===== src/rtl/spi_master_tx.sv =====
// SPI master transmit shifter: streams 32-bit FIFO words out MSB-first on sdo0,
// or a nibble per edge on sdo3..sdo0 in quad mode, pausing the SPI clock on FIFO underrun.
module spi_master_tx (
    input  logic        clk,
    input  logic        rstn,
    input  logic        en,
    input  logic        tx_edge,
    output logic        tx_done,
    output logic        sdo0,
    output logic        sdo1,
    output logic        sdo2,
    output logic        sdo3,
    input  logic        en_quad_in,
    input  logic [15:0] counter_in,
    input  logic        counter_in_upd,
    input  logic [31:0] data,
    input  logic        data_valid,
    output logic        data_ready,
    output logic        clk_en_o
);

    typedef enum logic [1:0] {IDLE, TRANSMIT, WAIT_DATA} state_t;

    state_t      state_q;
    logic [31:0] data_int_q;
    logic [15:0] counter_q;
    logic [15:0] counter_trgt_q;
    logic [15:0] counter_trgt_d;
    logic        clk_en_q;
    logic        last_edge;
    logic        word_end;

    always_comb begin
        counter_trgt_d = counter_trgt_q;
        if (state_q == IDLE && counter_in_upd)
            counter_trgt_d = en_quad_in ? {2'b00, counter_in[15:2]} : counter_in;

        last_edge = (counter_q == counter_trgt_q - 16'd1);
        word_end  = en_quad_in ? (counter_q[2:0] == 3'd7) : (counter_q[4:0] == 5'd31);
        tx_done   = (state_q == TRANSMIT) && tx_edge && last_edge;

        data_ready = 1'b0;
        case (state_q)
            IDLE:      data_ready = en && (counter_trgt_d != 16'd0);
            TRANSMIT:  data_ready = tx_edge && !last_edge && word_end;
            WAIT_DATA: data_ready = 1'b1;
            default:   data_ready = 1'b0;
        endcase
    end

    always_ff @(posedge clk or negedge rstn) begin
        if (!rstn) begin
            state_q        <= IDLE;
            data_int_q     <= 32'd0;
            counter_q      <= 16'd0;
            counter_trgt_q <= 16'd8;
            clk_en_q       <= 1'b0;
        end else begin
            case (state_q)
                IDLE: begin
                    counter_trgt_q <= counter_trgt_d;
                    if (data_ready && data_valid) begin
                        data_int_q <= data;
                        counter_q  <= 16'd0;
                        clk_en_q   <= 1'b1;
                        state_q    <= TRANSMIT;
                    end
                end
                TRANSMIT: begin
                    if (tx_edge) begin
                        // Last bits are left on the pins after the final edge.
                        if (last_edge) begin
                            counter_q <= 16'd0;
                            clk_en_q  <= 1'b0;
                            state_q   <= IDLE;
                        end else begin
                            counter_q <= counter_q + 16'd1;
                            if (word_end) begin
                                if (data_valid) begin
                                    data_int_q <= data;
                                end else begin
                                    clk_en_q <= 1'b0;
                                    state_q  <= WAIT_DATA;
                                end
                            end else if (en_quad_in) begin
                                data_int_q <= {data_int_q[27:0], 4'b0000};
                            end else begin
                                data_int_q <= {data_int_q[30:0], 1'b0};
                            end
                        end
                    end
                end
                WAIT_DATA: begin
                    if (data_valid) begin
                        data_int_q <= data;
                        clk_en_q   <= 1'b1;
                        state_q    <= TRANSMIT;
                    end
                end
                default: state_q <= IDLE;
            endcase
        end
    end

    assign clk_en_o = clk_en_q;
    assign sdo0     = en_quad_in ? data_int_q[28] : data_int_q[31];
    assign sdo1     = en_quad_in & data_int_q[29];
    assign sdo2     = en_quad_in & data_int_q[30];
    assign sdo3     = en_quad_in & data_int_q[31];

endmodule


===== config.mk =====
export PLATFORM = sky130hd
export DESIGN_NAME = spi_master_tx
export DESIGN_NICKNAME = d
export VERILOG_FILES = /design/src/rtl/spi_master_tx.sv
export SDC_FILE = /design/constraint.sdc
export NUM_CORES = 1
export LEC_CHECK = 0
export CAP_MARGIN = 20
export CORE_MARGIN = 3
export CORE_UTILIZATION = 40
export CTS_BUF_LIST = sky130_fd_sc_hd__clkbuf_8
export DETAILED_ROUTE_END_ITERATION = 7
export GPL_ROUTABILITY_DRIVEN = 0
export GPL_TIMING_DRIVEN = 0
export SYNTH_ARGS = -nofsm -noshare
export SYNTH_HDL_FRONTEND = slang
export SYNTH_SLANG_ARGS = --single-unit

===== constraint.sdc =====
create_clock -name clk -period 5.6 [get_ports clk]
set_input_delay 0.56 -clock clk [delete_from_list [all_inputs] [get_ports clk]]
set_output_delay 0.56 -clock clk [all_outputs]
set_load 0.05 [all_outputs]

==> out/results.txt, run 1 <==
status -> finished clean
TritonCTS Buffers -> 9
via count -> 4226
Slew Limit Headroom -> 41.2%
Clock transition at path regs -> 0.08 ns
Leakage Power -> 2.63 nW
max cap viols -> 0
Mapped Nets -> 581
syn avg cell area -> 9.46 sq um
antenna violations before repair -> 0
f_max -> 190 MHz
Top FF cell, synth -> dfrtp_1
port bufs -> 60
Slowest cell on crit path -> clkdlybuf4s50_1
FF-to-FF Start -> counter_trgt_q[0]$_DFFE_PN0P_
CTS Hold Bufs -> 0
TritonRoute pass-1 iters -> 5
Final Max Slew Viols -> 0
Chip Height -> 117 microns
CP Max Fanout -> 8
mean routed wirelength per cell -> 17.6 microns
CP arrival -> 4.70 ns
synth warn -> 0
Remaining Overflow, GRT -> 0
largest net degree at the start of global routing -> 68
CP Buf/Inv Count -> 4
reg2reg end -> data_int_q[16]$_DFFE_PN0P_
Layout fillers -> 1110
max incr delay on CP -> 0.71 ns
Tightest Pin Transition -> 0.882 ns
Synth cell types -> 57
Mapped Area -> 0.00489 sq mm
top cells by area, synth -> dfrtp_1 34%, mux2i_1 9.2%, mux2_4 8.9%, a22o_1 8.1%, o21ai_0 6.7%
vias in the first global route -> 4120
# DRC -> 0
Post-CTS Setup Inserts -> 0
Synth Register Bits -> 67
DRT Wirelength -> 13.0 mm
initial DRC count -> 216
CTS tree -> built
Final Hold Fails -> 0
design area -> 0.00589 sq mm
Final Net Count -> 652
ANT nets after route -> 0
RSZ-0062 raised after global routing -> no
WHS -> 0.337 ns
# IOs -> 62
Avg Vias per Cell -> 5.74
share of post-route cells with drive strength above 1 -> 11.6%
Final TNS setup -> 0 ns
Startpoint Class -> flip-flop
Die X -> 117 microns
htree depth -> 3
Worst Skew -> 0.00834 ns
CP top delay family -> buffers and inverters
first-pass GRT wire length -> 21.2 mm
antenna cells -> 0
most used cell, CP -> inv_1
# setup viols final -> 0
GRT Util Overall -> 19.9%
count leader, synth -> dfrtp_1
Initial Util -> 41.9%
Final Core Density -> 50.5%
worst vdd ir -> 222 uV
cts repair resizes -> 0
Mapped Cells -> 517
worst-path cell chain -> inv_1 -> ha_1 -> nor2b_1 -> clkbuf_1 -> a31oi_1 -> or4_1 -> nor4_1 -> o2111ai_2 -> o21ai_1 -> inv_1 -> a311oi_1 -> nor2_1 -> clkdlybuf4s50_1
Req. time, crit path -> 5.04 ns
post-DP HPWL -> 9.46 mm
P&R area growth vs syn -> 20.4%
Worst Setup Slack, final -> 0.344 ns
Core Footprint -> 0.0117 sq mm
Synth area leader -> dfrtp_1
die footprint -> 0.0136 sq mm
Worst Setup End Kind -> output port
PD cells -> 488 mW/mm^2
CTS Root Cell -> clkbuf_8
clk buf depth -> 2
R2R Setup Slk -> 1.52 ns
EDFF count, synth -> 0
Post-DP Area -> 0.00567 sq mm
crit path time final -> 5.26 ns
clk sinks -> 67
Synth top area share -> 33.8%
Tcrit/Tclk final -> 93.8%
Commonest cells post-synth -> 66 x dfrtp_1, 65 x o21ai_0, 59 x nand2_1
cell depth of the worst flop-to-flop path -> 13
clock latency on the worst-skew pair -> 0.36 ns
critical path class -> flip-flop to output port
Place WS -> 0.811 ns
row count -> 39
asr flop ratio synth -> 100%
Hold WC Path Type -> primary input to async pin
Seq/Total Area, Yosys -> 34.3%
[report_power, final]
group / internal [mW] / switching (mW) / total [mW]
sequential: 0.672 / 0.234 / 0.906
clock: 0.260 / 0.198 / 0.458
combinational: 0.718 / 0.787 / 1.51
[logic make-up after synthesis]
family	Yosys count	synth area share (%)
fa+ha+maj	9	2.30
compound gates	146	20.6
mux	78	19.0
simple gates	146	15.2
xor+xnor	19	3.68
buf+inv	52	4.81
flops	67	34.3
[state kept, by name, indices dropped and copies added (netlist names)]
signal / count
counter_trgt_q: 16
state_q: 2
data_int_q: 32
counter_q: 16
clk_en_o: 1
[area by class of cell]
cell class,instances,area (sq um),area share (%)
clock buffer,10,138,2.34
timing repair buffer,60,598,10.2
multi-input combinational,398,2980,50.6
buffer,37,179,3.04
tap,143,179,3.04
inverter,15,56.3,0.957
sequential,67,1680,28.5
clock inverter,6,81.3,1.38
[layout by cell type, fill, tap and decap left out, types with 2 or more instances in the layout]
| cell | netlist | layout |
|---|---|---|
| nand2b_1 | 2 | 2 |
| buf_2 | 7 | 7 |
| and2_1 | 6 | 6 |
| nand4b_1 | 2 | 2 |
| nor4_1 | 5 | 5 |
| a22o_1 | 45 | 45 |
| nand3b_1 | 3 | 3 |
| o41ai_1 | 3 | 3 |
| or3_1 | 2 | 2 |
| dfrtp_1 | 66 | 66 |
| nand2_1 | 59 | 59 |
| nor3b_1 | 2 | 2 |
| xnor2_1 | 9 | 9 |
| bufinv_16 | 0 | 2 |
| o21ai_1 | 2 | 2 |
| o31ai_1 | 2 | 2 |
| and3_1 | 13 | 13 |
| clkdlybuf4s50_1 | 0 | 59 |
| nor2_1 | 12 | 12 |
| a21oi_1 | 10 | 10 |
| clkinv_2 | 0 | 2 |
| clkbuf_8 | 0 | 10 |
| inv_1 | 15 | 16 |
| nor3_1 | 9 | 9 |
| clkbuf_1 | 24 | 24 |
| mux2i_1 | 45 | 45 |
| mux2_4 | 29 | 29 |
| or4_1 | 2 | 2 |
| o22ai_1 | 2 | 2 |
| buf_6 | 4 | 4 |
| xor2_1 | 9 | 9 |
| mux2_2 | 4 | 4 |
| nand3_1 | 9 | 9 |
| o211a_1 | 2 | 2 |
| nor2b_1 | 12 | 12 |
| nand4_1 | 4 | 4 |
| ha_1 | 9 | 9 |
| o21ai_0 | 65 | 65 |
[worst max-delay path by stage]
stage / start / to / slack, ns / cells after the start
2_1_floorplan: counter_trgt_q[0]$_DFFE_PN0P_ / data_ready / 2.13 / 12
3_3_place_gp: counter_trgt_q[0]$_DFFE_PN0P_ / data_ready / 0.83 / 13
3_5_place_dp: counter_trgt_q[0]$_DFFE_PN0P_ / data_ready / 0.81 / 13
4_1_cts: counter_trgt_q[0]$_DFFE_PN0P_ / data_ready / 0.39 / 13
5_1_grt: counter_trgt_q[0]$_DFFE_PN0P_ / data_ready / 0.06 / 13
6_report: counter_trgt_q[0]$_DFFE_PN0P_ / data_ready / 0.34 / 13
[worst register-to-register path: stages (launching register included)]
cell	delay, ns
dfrtp_1	0.46
inv_1	0.09
ha_1	0.25
nor2b_1	0.16
clkbuf_1	0.32
a31oi_1	0.13
or4_1	0.52
nor4_1	0.37
o2111ai_2	0.27
nor3b_1	0.51
or3_1	0.18
buf_2	0.19
buf_6	0.21
mux2_4	0.32
[metal layers]
| layer | track usage [%] | vias up | wire length, microns |
|---|---|---|---|
| met5 | 0 | - | 0 |
| met4 | 7.57 | 0 | 248 |
| met3 | 3.01 | 14 | 638 |
| met2 | 29.2 | 115 | 5760 |
| met1 | 29.4 | 2056 | 6310 |
| li1 | - | 2041 | - |
[stage by stage]
stage          cells  power (mW)
2_1_floorplan    517        2.01
3_3_place_gp     720        2.37
3_5_place_dp     720        2.40
4_1_cts          736        2.87
5_1_grt          736        3.08
6_report         736        2.87
Power figures use the tool's default switching activity.
==> run 2: changes to the inputs <==
--- a/config.mk
+++ b/config.mk
@@ -12,6 +12,7 @@
 export DETAILED_ROUTE_END_ITERATION = 7
 export GPL_ROUTABILITY_DRIVEN = 0
 export GPL_TIMING_DRIVEN = 0
+export SKIP_LAST_GASP = 1
 export SYNTH_ARGS = -nofsm -noshare
 export SYNTH_HDL_FRONTEND = slang
 export SYNTH_SLANG_ARGS = --single-unit
==> results of run 2 <==
The final DEF is identical to that of run 1; final timing and power are the same.
